$ cat config.mk
export PLATFORM = sky130hd
export DESIGN_NAME = lsu_mem_master_flat
export DESIGN_NICKNAME = d
export VERILOG_FILES = /design/src/rtl/lsu_mem_master_if.sv /design/src/rtl/lsu_mem_master.sv /design/src/flat_wrapper.sv
export SDC_FILE = /design/constraint.sdc
export NUM_CORES = 1
export LEC_CHECK = 0
export ABC_AREA = 1
export BUFFER_PORTS_ARGS = -buffer_cell sky130_fd_sc_hd__buf_2
export CORE_AREA = 2 2 153 155
export DETAILED_ROUTE_END_ITERATION = 16
export DIE_AREA = 0 0 155 157
export HOLD_SLACK_MARGIN = 0.15
export PLACE_DENSITY_LB_ADDON = 0.05
export RECOVER_POWER = 50
export SYNTH_ARGS = -nofsm -noshare
export SYNTH_HDL_FRONTEND = slang
export SYNTH_SLANG_ARGS = --single-unit
$ cat constraint.sdc
create_clock -name Clk -period 6.19 [get_ports Clk]
set_clock_uncertainty 0.1 [all_clocks]
set_input_delay 1.238 -clock Clk [delete_from_list [all_inputs] [get_ports Clk]]
set_output_delay 1.238 -clock Clk [all_outputs]
set_load 0.005 [all_outputs]
$ cat src/rtl/lsu_mem_master_if.sv
// Bundle of the pipeline request/response handshake and the data-memory bus
// seen by lsu_mem_master. The master modport is the LSU side; the slave
// modport is the environment (pipeline MEM stage plus data memory).
interface lsu_mem_master_if;
    logic        req_valid;
    logic        req_ready;
    logic        req_we;
    logic [2:0]  req_funct3;
    logic [63:0] req_addr;
    logic [63:0] req_wdata;
    logic        resp_valid;
    logic [63:0] resp_rdata;
    logic        resp_fault;
    logic [63:0] mem_address;
    logic [63:0] mem_Data_write;
    logic        mem_MemWrite;
    logic        mem_MemRead;
    logic [63:0] mem_Data_read;

    modport master (
        input  req_valid, req_we, req_funct3, req_addr, req_wdata, mem_Data_read,
        output req_ready, resp_valid, resp_rdata, resp_fault,
        output mem_address, mem_Data_write, mem_MemWrite, mem_MemRead
    );

    modport slave (
        output req_valid, req_we, req_funct3, req_addr, req_wdata, mem_Data_read,
        input  req_ready, resp_valid, resp_rdata, resp_fault,
        input  mem_address, mem_Data_write, mem_MemWrite, mem_MemRead
    );
endinterface

$ cat src/rtl/lsu_mem_master.sv
// Load/store initiator between the MEM stage and a byte-addressed 64-bit
// data memory. One request at a time; sub-doubleword stores are done as
// read-modify-write because the memory always writes 8 bytes.
// Optional feature macro: LSU_MISALIGN_TRAP_EN (fault on misaligned H/W/D).
module lsu_mem_master #(
    parameter int unsigned MEM_BYTES = 1024
) (
    input  logic                  Clk,
    input  logic                  reset,
    lsu_mem_master_if.master      bus
);

    typedef enum logic [1:0] {
        S_IDLE = 2'd0,
        S_RD   = 2'd1,
        S_WR   = 2'd2,
        S_RESP = 2'd3
    } state_t;

    state_t      state_q, state_d;
    logic        we_q;
    logic [2:0]  funct3_q;
    logic [63:0] addr_q;
    logic [63:0] wdata_q;
    logic        fault_q;
    logic [63:0] buf_q;

    logic [64:0] end_addr_s;
    logic        range_bad_s;
    logic        misalign_s;
    logic        req_fault_s;

    // Replace the low 2^size bytes of old_v with those of new_v.
    function automatic logic [63:0] merge_bytes(input logic [63:0] old_v,
                                                input logic [63:0] new_v,
                                                input logic [1:0]  size);
        logic [63:0] r;
        int          nbytes;
        nbytes = int'(4'd1 << size);
        for (int i = 0; i < 8; i++) begin
            if (i < nbytes) begin
                r[8*i +: 8] = new_v[8*i +: 8];
            end else begin
                r[8*i +: 8] = old_v[8*i +: 8];
            end
        end
        return r;
    endfunction

    // Size/sign extension of a loaded doubleword; funct3[2] selects zero-extend.
    function automatic logic [63:0] extend_load(input logic [63:0] b,
                                                input logic [2:0]  f3);
        logic [63:0] r;
        case (f3[1:0])
            2'b00:   r = f3[2] ? {56'd0, b[7:0]}  : {{56{b[7]}},  b[7:0]};
            2'b01:   r = f3[2] ? {48'd0, b[15:0]} : {{48{b[15]}}, b[15:0]};
            2'b10:   r = f3[2] ? {32'd0, b[31:0]} : {{32{b[31]}}, b[31:0]};
            2'b11:   r = b;
            default: r = b;
        endcase
        return r;
    endfunction

    // Request screening: reserved funct3, unsigned store, out-of-range window
    // (the 65-bit sum turns a wrap past 2^64 into an out-of-range value).
    always_comb begin
        end_addr_s  = {1'b0, bus.req_addr} + 65'd7;
        range_bad_s = (end_addr_s >= 65'(MEM_BYTES));
`ifdef LSU_MISALIGN_TRAP_EN
        case (bus.req_funct3[1:0])
            2'b01:   misalign_s = bus.req_addr[0];
            2'b10:   misalign_s = |bus.req_addr[1:0];
            2'b11:   misalign_s = |bus.req_addr[2:0];
            default: misalign_s = 1'b0;
        endcase
`else
        misalign_s = 1'b0;
`endif
        req_fault_s = (bus.req_funct3 == 3'b111) || (bus.req_we && bus.req_funct3[2])
                      || range_bad_s || misalign_s;
    end

    // State register, request latches and read buffer.
    always_ff @(posedge Clk) begin
        if (reset) begin
            state_q  <= S_IDLE;
            we_q     <= 1'b0;
            funct3_q <= 3'd0;
            addr_q   <= 64'd0;
            wdata_q  <= 64'd0;
            fault_q  <= 1'b0;
            buf_q    <= 64'd0;
        end else begin
            state_q <= state_d;
            if ((state_q == S_IDLE) && bus.req_valid) begin
                we_q     <= bus.req_we;
                funct3_q <= bus.req_funct3;
                addr_q   <= bus.req_addr;
                wdata_q  <= bus.req_wdata;
                fault_q  <= req_fault_s;
            end
            if (state_q == S_RD) begin
                buf_q <= bus.mem_Data_read;
            end
        end
    end

    // Next-state selection.
    always_comb begin
        state_d = state_q;
        case (state_q)
            S_IDLE: begin
                if (!bus.req_valid) begin
                    state_d = S_IDLE;
                end else if (req_fault_s) begin
                    state_d = S_RESP;
                end else if (bus.req_we && (bus.req_funct3 == 3'b011)) begin
                    state_d = S_WR;
                end else begin
                    state_d = S_RD;
                end
            end
            S_RD: begin
                if (we_q) begin
                    state_d = S_WR;
                end else begin
                    state_d = S_RESP;
                end
            end
            S_WR:    state_d = S_RESP;
            S_RESP:  state_d = S_IDLE;
            default: state_d = S_IDLE;
        endcase
    end

    // Moore outputs decoded from the current state; reset forces the memory
    // strobes and response low in the very cycle it is asserted.
    always_comb begin
        logic        rv_s, rf_s, mr_s, mw_s;
        logic [63:0] rd_s, ma_s, mdw_s;
        rv_s  = 1'b0;
        rf_s  = 1'b0;
        mr_s  = 1'b0;
        mw_s  = 1'b0;
        rd_s  = 64'd0;
        ma_s  = 64'd0;
        mdw_s = 64'd0;
        case (state_q)
            S_IDLE: begin
                rv_s = 1'b0;
            end
            S_RD: begin
                mr_s = 1'b1;
                ma_s = addr_q;
            end
            S_WR: begin
                mw_s  = 1'b1;
                ma_s  = addr_q;
                mdw_s = merge_bytes(buf_q, wdata_q, funct3_q[1:0]);
            end
            S_RESP: begin
                rv_s = 1'b1;
                rf_s = fault_q;
                if (!we_q && !fault_q) begin
                    rd_s = extend_load(buf_q, funct3_q);
                end else begin
                    rd_s = 64'd0;
                end
            end
            default: begin
                rv_s = 1'b0;
            end
        endcase

        bus.req_ready = (state_q == S_IDLE);
        if (reset) begin
            bus.resp_valid     = 1'b0;
            bus.resp_fault     = 1'b0;
            bus.resp_rdata     = 64'd0;
            bus.mem_MemRead    = 1'b0;
            bus.mem_MemWrite   = 1'b0;
            bus.mem_address    = 64'd0;
            bus.mem_Data_write = 64'd0;
        end else begin
            bus.resp_valid     = rv_s;
            bus.resp_fault     = rf_s;
            bus.resp_rdata     = rd_s;
            bus.mem_MemRead    = mr_s;
            bus.mem_MemWrite   = mw_s;
            bus.mem_address    = ma_s;
            bus.mem_Data_write = mdw_s;
        end
    end

endmodule

$ cat src/flat_wrapper.sv
// flat-port wrapper written by rule: the top's interface ports become plain ports
module lsu_mem_master_flat 
#(
    parameter int unsigned MEM_BYTES = 1024
)
  (Clk, reset, bus_req_valid, bus_req_we, bus_req_funct3, bus_req_addr, bus_req_wdata, bus_mem_Data_read, bus_req_ready, bus_resp_valid, bus_resp_rdata, bus_resp_fault, bus_mem_address, bus_mem_Data_write, bus_mem_MemWrite, bus_mem_MemRead);
  lsu_mem_master_if bus_i ();
  input  logic Clk;
  input  logic reset;
  input wire logic [$bits(bus_i.req_valid)-1:0] bus_req_valid;
  input wire logic [$bits(bus_i.req_we)-1:0] bus_req_we;
  input wire logic [$bits(bus_i.req_funct3)-1:0] bus_req_funct3;
  input wire logic [$bits(bus_i.req_addr)-1:0] bus_req_addr;
  input wire logic [$bits(bus_i.req_wdata)-1:0] bus_req_wdata;
  input wire logic [$bits(bus_i.mem_Data_read)-1:0] bus_mem_Data_read;
  output wire logic [$bits(bus_i.req_ready)-1:0] bus_req_ready;
  output wire logic [$bits(bus_i.resp_valid)-1:0] bus_resp_valid;
  output wire logic [$bits(bus_i.resp_rdata)-1:0] bus_resp_rdata;
  output wire logic [$bits(bus_i.resp_fault)-1:0] bus_resp_fault;
  output wire logic [$bits(bus_i.mem_address)-1:0] bus_mem_address;
  output wire logic [$bits(bus_i.mem_Data_write)-1:0] bus_mem_Data_write;
  output wire logic [$bits(bus_i.mem_MemWrite)-1:0] bus_mem_MemWrite;
  output wire logic [$bits(bus_i.mem_MemRead)-1:0] bus_mem_MemRead;
  assign bus_i.req_valid = bus_req_valid;
  assign bus_i.req_we = bus_req_we;
  assign bus_i.req_funct3 = bus_req_funct3;
  assign bus_i.req_addr = bus_req_addr;
  assign bus_i.req_wdata = bus_req_wdata;
  assign bus_i.mem_Data_read = bus_mem_Data_read;
  assign bus_req_ready = bus_i.req_ready;
  assign bus_resp_valid = bus_i.resp_valid;
  assign bus_resp_rdata = bus_i.resp_rdata;
  assign bus_resp_fault = bus_i.resp_fault;
  assign bus_mem_address = bus_i.mem_address;
  assign bus_mem_Data_write = bus_i.mem_Data_write;
  assign bus_mem_MemWrite = bus_i.mem_MemWrite;
  assign bus_mem_MemRead = bus_i.mem_MemRead;
  lsu_mem_master #(.MEM_BYTES(MEM_BYTES)) u_core (.Clk(Clk), .reset(reset), .bus(bus_i));
endmodule
==> reports/metrics.csv <==
metric,value,unit
status,finished with violations,
failing checks,"capacitance limit, slew limit",
worst-case clock buffer depth,2,
die span in y,157,um
Critical Path Sink Type,primary output,
CP Data Arrival Time,3490,ps
RSZ-0062 raised after global routing,false,
"EDFF count, synth",0,
Mapped Cells,1933,
DP Wirelength,32040,um
top cell family by delay on the critical path,buffers and inverters,
routed length per instance,16.88,um
IO Pins,396,
share of the synthesized area in the top cell type,34.43,%
Placer Congestion,0.9896,
first-pass GRT wire length,65840,um
fmax,207.0,MHz
post-synth top area cell,dfxtp_1,
Final ANT Viol Nets,0,
Power Internal,0.002344,W
Crit path buffers/inverters,5,
total die area,24340,sq um
cells along the critical path,buf_4 > nor2_1 > inv_1 > nand3_1 > nand2_1 > buf_4 > inv_1 > a31oi_1 > buf_2,
leakage,7.128,nW
clk_lat worst skew,440,ps
"top cells by area, synth","dfxtp_1 (34%), nor2_1 (14%), o21ai_0 (12%), nand2_1 (12%), a21oi_1 (7.3%)",
post-synthesis sequential area ratio,34.43,%
setup slack after layout,1358,ps
GR Overflow Total,0,
area grow syn2layout,23.06,%
DP Worst Slack,1584,ps
Synth Area per Inst,5.987,sq um
First-pass DRT Iterations,6,
TritonCTS clock tree,built,
largest net degree at the start of global routing,115,
CP max stage delay,730,ps
post-route clock period utilization,78.06,%
Critical Path RT,4850,ps
clock slew at reported path FFs,70,ps
clk root buf,clkbuf_16,
"FFs w/ async S/R, synth",0,%
vias per cell,5.396,
final count of hold timing violations,0,
Post-CTS Setup Bufs,0,
Nets,2450,
Tmin final,4832,ps
measured slew at the worst slew-check pin,2202,ps
Flop pwr share,42.9,%
Setup CP Type,reg2out,
Mapped Area,11570,sq um
Worst Hold Class,reg2reg,
most frequent cell after synthesis,nor2_1,
YS warnings,0,
Total Routing Usage GR,34.22,%
Hold Buf Count CTS,0,
layout cell share with drive strength beyond 1,21.15,%
Syn Nets,2136,
H-tree depth,4,
Final Max Tran Viols,217,
register bit total from synthesis,199,
PortBufs,395,
DR iter-0 viols,1238,
Post-CTS Resized,0,
initial antenna violation count,12,
total CTS buffers,17,
via count,13800,
Slew HR,-46.83,%
Comb power frac,21.7,%
# DRC,0,
crit path max fanout,34,
max-cap violations,4,
layout filler cell count,2259,
Worst VDD drop,0.0001687,V
Net Switching,0.001177,W
Worst setup SP type,flop,
FP Rows,55,
pwr dens,247.2,nW/um^2
Main synth FF type,dfxtp_1,
initial core utilization,51.43,%
WL final,43160,um
Setup TNS,0,ps
synth unique cells,34,
sw frac,33.42,%
vias in the first global route,12410,
final setup vio count,0,
Critical Path Slowest Stage Cell,nor2_1,
top post-synthesis cells by count,"nor2_1 (445), nand2_1 (367), o21ai_0 (286)",
CTS Sinks,199,
post-layout util,63.29,%
die width,155,um
Core Footprint,22500,sq um
clock power share,35.4,%
-- worst min-delay path, delay by kind of cell (launching register included) --
family / cells / cell delay, ps
flops: 1 / 300
buf+inv: 1 / 60
compound gates: 1 / 60
-- metal layers --
| layer | part of all wire, % | wire [um] | GRT usage [%] | vias up |
|---|---|---|---|---|
| met1 | 41 | 17660 | 42.34 | 6307 |
| met4 | 3.8 | 1648 | 16.23 | 0 |
| li1 | - | - | - | 6809 |
| met2 | 48 | 20910 | 58.69 | 592 |
| met3 | 6.8 | 2943 | 5.121 | 89 |
| met5 | 0 | 0 | 0 | - |
-- kinds of logic (layout without fill, tap and decap cells) --
family / count (synthesis) / in the layout / share of synthesized area [%]
other cells: 0 / 12 / 0
xor+xnor: 9 / 9 / 0.6812
fa+ha+maj: 4 / 4 / 0.4325
flops: 199 / 199 / 34.43
simple gates: 952 / 952 / 34.17
buf+inv: 302 / 629 / 9.871
compound gates: 467 / 467 / 20.42
-- final timing paths --
check | slack [ps] | endpoint | cells past startpoint | startpoint
max | 1360 | bus_resp_rdata[31] | 9 | u_core.funct3_q[1]
min | 360 | u_core.buf_q[6] | 2 | u_core.buf_q[6]
max reg2reg | 1920 | u_core.addr_q[28] | 8 | u_core.state_q[1]
min reg2reg | 360 | u_core.buf_q[6] | 2 | u_core.buf_q[6]
-- cell type report --
class / instances / area, sq um / area share, %
multi-input combinational: 1432 / 6459 / 45.35
antenna: 12 / 30.03 / 0.2109
clock buffer: 17 / 425.4 / 2.987
sequential: 199 / 3984 / 27.97
inverter: 190 / 718.2 / 5.043
tap: 285 / 356.6 / 2.504
clock inverter: 15 / 220.2 / 1.546
timing repair buffer: 407 / 2048 / 14.38
-- cells in the final DEF, fill, tap and decap left out, types with 4 or more instances in the layout --
master,netlist,final
clkbuf_16,0,17
diode_2,0,12
clkbuf_1,100,7
buf_2,1,392
nor2_1,445,444
a211oi_1,6,6
dfxtp_1,199,199
nor2_8,4,4
buf_4,0,8
nand2_2,8,10
nand3_1,61,61
inv_8,0,4
nor3_1,12,12
a21oi_1,168,168
nand4_1,22,22
nor2_2,11,11
inv_6,0,4
o21ai_0,286,286
nor2_4,7,8
nand2_1,367,365
ha_1,4,4
xor2_1,6,6
inv_1,183,181
inv_2,3,4
o21ai_1,4,4
-- sequential cells by signal (all words and copies together) (netlist names) --
signal and cells:
u_core.addr_q 64, u_core.buf_q 64, u_core.fault_q 1, u_core.funct3_q 3, u_core.state_q 2, u_core.wdata_q 64
u_core.we_q 1
-- metrics by stage --
stage / power (W) / hold WS (ps) / instance area [sq um] / std cells
after floorplan: 0.002015 / 334.3 / 11570 / 1933
after global placement: 0.002279 / 344.0 / 13590 / 2513
after detailed placement: 0.002294 / 346.3 / 13590 / 2513
after CTS: 0.003519 / 357.6 / 14230 / 2545
after global routing: 0.003690 / 377.1 / 14240 / 2557
final: 0.003520 / 360.0 / 14240 / 2557
-- power groups by stage --
stage	sequential, W	combinational, W	clock (W)
floorplan	0.00152	0.000496	0
global placement	0.00153	0.000748	0
detailed placement	0.00154	0.000757	0
CTS	0.00151	0.000761	0.00125
global route	0.00153	0.000863	0.00130
finish	0.00151	0.000765	0.00124
(Power assumes the default switching activity.)
